## config.mk

```make
export PLATFORM = sky130hd
export DESIGN_NAME = dec_seq
export DESIGN_NICKNAME = d
export VERILOG_FILES = /design/src/rtl/dec_seq_pkg.sv /design/src/rtl/dec_seq_dwell.sv /design/src/rtl/dec_seq.sv
export SDC_FILE = /design/constraint.sdc
export NUM_CORES = 1
export LEC_CHECK = 0
export BUFFER_PORTS_ARGS = -buffer_cell sky130_fd_sc_hd__buf_4
export CAP_MARGIN = 20
export CORE_AREA = 2 2 39 41
export CTS_CLUSTER_SIZE = 24
export DETAILED_ROUTE_END_ITERATION = 6
export DIE_AREA = 0 0 41 43
export GPL_TIMING_DRIVEN = 0
export PLACE_DENSITY = 0.47
export SETUP_SLACK_MARGIN = 0.02
export SLEW_MARGIN = 20
export SYNTH_ARGS = -nofsm -noshare
export SYNTH_HDL_FRONTEND = slang
export SYNTH_SLANG_ARGS = --single-unit
```

## constraint.sdc

```tcl
create_clock -name clk -period 0.8 [get_ports clk]
set_input_delay 0.08 -clock clk [delete_from_list [all_inputs] [get_ports clk]]
set_output_delay 0.08 -clock clk [all_outputs]
set_load 0.05 [all_outputs]
```

## src/rtl/dec_seq_pkg.sv

```systemverilog
// Shared types and helpers for the dec_seq registered one-hot decoder.
// The onehot helper is sized for the largest supported select width (MAX_N).
package dec_seq_pkg;

  typedef enum logic {
    IDLE = 1'b0,
    RUN  = 1'b1
  } state_t;

  localparam int MAX_N = 8;
  localparam int MAX_W = 1 << MAX_N;

  // Output width for the default select width; instances derive their own as 1 << N.
  localparam int DEF_N = 2;
  localparam int DEF_W = 1 << DEF_N;

  function automatic logic [MAX_W-1:0] onehot(input logic [MAX_N-1:0] s);
    logic [MAX_W-1:0] v;
    v    = '0;
    v[s] = 1'b1;
    return v;
  endfunction

endpackage

```

## src/rtl/dec_seq_dwell.sv

```systemverilog
// Loadable dwell down-counter for the dec_seq scan sequencer.
// Load wins over counting; the count stops at zero and tc flags zero.
module dec_seq_dwell #(
  parameter int W = 4
) (
  input  logic         clk,
  input  logic         rst,
  input  logic         load,
  input  logic         pause,
  input  logic [W-1:0] load_val,
  output logic         tc
);

  logic [W-1:0] cnt_q, cnt_d;

  always_comb begin
    cnt_d = cnt_q;
    if (load) begin
      cnt_d = load_val;
    end else if (!pause && (cnt_q != '0)) begin
      cnt_d = cnt_q - 1'b1;
    end
  end

  always_ff @(posedge clk or posedge rst) begin
    if (rst) begin
      cnt_q <= '0;
    end else begin
      cnt_q <= cnt_d;
    end
  end

  assign tc = (cnt_q == '0);

endmodule

```

## src/rtl/dec_seq.sv

```systemverilog
// Registered N-to-2^N one-hot decoder with enable; the auto-scan sequencer
// is built only when DEC_SEQ_SCAN_EN is defined, otherwise direct decode only.
module dec_seq
  import dec_seq_pkg::*;
#(
  parameter int N          = 2,
  parameter int DWELL_W    = 4,
  parameter int ACTIVE_LOW = 0
) (
  input  logic               clk,
  input  logic               rst,
  input  logic               en,
  input  logic               mode,
  input  logic [N-1:0]       sel,
  input  logic               load,
  input  logic [DWELL_W-1:0] dwell,
  output logic [(1<<N)-1:0]  y,
  output logic [N-1:0]       idx,
  output logic               valid,
  output logic               wrap
);

  localparam int W = 1 << N;
  // Polarity is folded into the output register, so reset lands on the idle level.
  localparam logic [W-1:0] POL = (ACTIVE_LOW != 0) ? {W{1'b1}} : {W{1'b0}};

  logic [W-1:0] y_q, y_raw;
  logic [N-1:0] idx_q, idx_d;
  logic         valid_q, valid_d;
  logic         wrap_q, wrap_d;

`ifdef DEC_SEQ_SCAN_EN
  state_t               state_q, state_d;
  logic [DWELL_W-1:0]   dwell_q, dwell_d;
  logic [DWELL_W-1:0]   cnt_val;
  logic                 cnt_load, cnt_pause, tc;
  logic [N-1:0]         idx_inc;

  assign idx_inc = idx_q + 1'b1;

  dec_seq_dwell #(.W(DWELL_W)) u_dwell (
    .clk      (clk),
    .rst      (rst),
    .load     (cnt_load),
    .pause    (cnt_pause),
    .load_val (cnt_val),
    .tc       (tc)
  );

  always_comb begin
    state_d   = state_q;
    idx_d     = idx_q;
    dwell_d   = dwell_q;
    valid_d   = 1'b0;
    wrap_d    = 1'b0;
    cnt_load  = 1'b0;
    cnt_val   = dwell_q;
    cnt_pause = 1'b1;
    case (state_q)
      IDLE: begin
        if (mode) begin
          // Armed for scan but not started: outputs stay deasserted, idx holds.
          if (load && en) begin
            state_d  = RUN;
            idx_d    = sel;
            dwell_d  = dwell;
            cnt_load = 1'b1;
            cnt_val  = dwell;
            valid_d  = 1'b1;
          end
        end else begin
          idx_d   = sel;
          valid_d = en;
        end
      end
      RUN: begin
        if (!mode) begin
          state_d = IDLE;
          idx_d   = sel;
          valid_d = en;
        end else if (en) begin
          valid_d = 1'b1;
          if (load) begin
            idx_d    = sel;
            dwell_d  = dwell;
            cnt_load = 1'b1;
            cnt_val  = dwell;
          end else if (tc) begin
            idx_d    = idx_inc;
            cnt_load = 1'b1;
            wrap_d   = (idx_q == {N{1'b1}});
          end else begin
            cnt_pause = 1'b0;
          end
        end
      end
      default: state_d = IDLE;
    endcase
    y_raw = valid_d ? W'(onehot(MAX_N'(idx_d))) : '0;
  end

  always_ff @(posedge clk or posedge rst) begin
    if (rst) begin
      state_q <= IDLE;
      dwell_q <= '0;
    end else begin
      state_q <= state_d;
      dwell_q <= dwell_d;
    end
  end
`else
  logic [W-1:0] oh_sel;
  logic         unused_scan_inputs;

  assign oh_sel             = W'(onehot(MAX_N'(sel)));
  assign unused_scan_inputs = ^{mode, load, dwell};

  always_comb begin
    idx_d   = sel;
    valid_d = en;
    wrap_d  = 1'b0;
    y_raw   = en ? oh_sel : '0;
  end
`endif

  always_ff @(posedge clk or posedge rst) begin
    if (rst) begin
      y_q     <= POL;
      idx_q   <= '0;
      valid_q <= 1'b0;
      wrap_q  <= 1'b0;
    end else begin
      y_q     <= y_raw ^ POL;
      idx_q   <= idx_d;
      valid_q <= valid_d;
      wrap_q  <= wrap_d;
    end
  end

  assign y     = y_q;
  assign idx   = idx_q;
  assign valid = valid_q;
  assign wrap  = wrap_q;

endmodule

```

==> summary.txt <==
Yosys
  – Top cell type's share of synthesized area: 76.9%
  – Avg Inst Size Synth: 16.3 um^2
  – Synth Warn #: 0
  – Yosys cell types: 7
  – Dominant cell type by area after synthesis: dfrtp_1
  – Seq cells post-synth: 7
  – Cells after synthesis: 14
  – Top cells by area, synth: dfrtp_1, and3b_1, nor3b_2, and3_2, buf_4
  – Sequential area share after synthesis: 76.9%
  – Mapped cell area: 228 um^2
  – Post-Syn Nets: 25

Detailed routing
  – Initial drt markers: 0
  – Routed vias/inst: 3.49
  – Metal-1 WL: 159 um
  – Final WL: 434 um
  – Vias: 171
  – Drt pass-1 iters: 1
  – DR DRC count: 0
  – DR WL met3: 71 um
  – Wire per inst: 8.86 um
  – Antenna viol nets, final: 0
  – Max Used Layer: met3
  – Met2 wire length: 203 um

Global route
  – First-pass GRT wire length: 696 um
  – Final global-route overflow total: 0
  – GRT Overall Usage: 6.88%
  – Vias in the first global route: 178
  – Initial antenna violation count: 0
  – Largest net degree at the start of global routing: 8

STA
  – Final number of setup-violating endpoints: 7
  – Setup ws final: -0.0466 ns
  – RSZ-0062 raised after global routing: yes
  – Achievable Freq: 1180 MHz
  – Part of the cycle the worst path needs: 106%
  – Minimum clock period: 0.847 ns
  – Final hold violation count: 0
  – Max-slew violations: 0

CTS
  – Clock buffer depth: 2
  – Num CTS Buffers: 3
  – CTS tree: done
  – Root buffer cell: clkbuf_4
  – Clock transition at path regs: 0.05 ns
  – Sink Count: 7
  – Post-CTS setup buffers: 0
  – H-tree Lvls: 1

Setup path
  – Worst Path Arrival: 0.77 ns
  – Bufs and invs on worst path: 1
  – Worst path slowest cell: dfrtp_1
  – Critical path fanouts, max: 1
  – Crit path cell chain: buf_6
  – Critical path type: flop to output pin
  – Worst stage delay on the critical path: 0.37 ns
  – Worst Setup Start Kind: flop
  – CP delay by family, top: flip-flops
  – Kind of end point of the critical path: output pin
  – Data required, critical path: 0.72 ns

Layout
  – Fin cells: 49
  – Multi-input gate area: 41.3 um^2
  – # diodes: 0
  – Highest-count cells in the layout ignoring fill and taps: dfrtp_1, buf_6, buf_4, dlygate4sd3_1, clkbuf_4
  – FF/Latch Area: 175 um^2
  – Nets: 45
  – P&R area growth vs syn: 85.7%
  – Fillcell total: 144
  – Layout cells sized above 1: 51.5%

Place
  – I/O Buffers: 11
  – Setup WS pre-CTS: 0.189 ns
  – Final Wtd Congestion: 0.573
  – Placed insts: 41

Status
  – Run status: complete, but fails checks
  – Failing checks: negative setup slack

Floorplan
  – Number of cell rows: 14
  – Starting Density: 16.5%
  – Die Area: 0.00176 mm^2
  – Die Height: 43 um
  – Core Box Area: 0.00138 mm^2
  – Chip width: 41 um
  – IO Count: 19

Flow run
  – Max-Cap Viols: 0

Pwr
  – Maximum vdd drop: 373 uV
  – Leakage power: 0.219 nW
  – PD cells: 1990 mW/mm^2

Hold path
  – Hold Path Class: input port to flop
[what timing repair did]
item / in CTS / in global routing
gates cloned: 0 / 0
endpoints found under the setup margin: 7 / 7
gates resized for setup: 7 / 0
endpoints found under the hold margin: 10 / 0
hold buffers: 4 / 0
[synth_stat cells]
cell     instances
dfrtp_1          7
and3b_1          2
and3_2           1
buf_4            1
conb_1           1
inv_1            1
nor3b_2          1
[sequential cells by signal, summed over array words and instances, names as in the netlist]
register  cells
valid         1
idx           2
y             4
[cell families after synthesis]
group / synth area share, %
other cells: 1.65
simple gates: 16.5
flops: 76.9
buf+inv: 4.94
[per-stage QoR]
step                      hold WS, ns  TNS, ns  power, mW  instance area [um^2]  utilization, %
after floorplan                -0.117        0      0.464                   228               -
after global placement         0.0140        0      0.513                   330            23.9
after detailed placement       0.0154        0      0.514                   330            23.9
after CTS                      0.0109   -0.370      0.854                   423            30.6
after global routing          0.00215   -0.591      0.906                   423            30.6
final                          0.0150   -0.293      0.841                   423            30.6
[per-layer routing]
metal	vias up	GRT usage, %
met5	-	0
met4	0	8.00
met3	0	4.71
met2	13	9.69
met1	78	5.26
li1	80	-
[path summary, 6_finish.rpt]
check                                from              end  depth (start not counted)
max in group asynchronous             rst   y[2]$_DFF_PP0_                          3
hold / removal                     sel[1]   y[0]$_DFF_PP0_                          2
min in group asynchronous             rst  valid$_DFF_PP0_                          3
setup / recovery           y[2]$_DFF_PP0_             y[2]                          1
[cell type report]
cell class	count	share of cell area, %
Tap cell	16	4.73
Sequential cell	7	41.4
Inverter	1	0.888
Multi-Input combinational cell	5	9.76
Timing Repair Buffer	15	35.2
Buffer	1	1.78
Clock buffer	4	6.21
[power by group]
group / leakage (nW) / internal (mW) / switching [mW] / total, mW
clock network: 0.0150 / 0.189 / 0.117 / 0.306
logic: 0.115 / 0.0651 / 0.0927 / 0.158
registers: 0.0888 / 0.370 / 0.00675 / 0.377
total: 0.219 / 0.625 / 0.216 / 0.841
(Power assumes the default switching activity.)
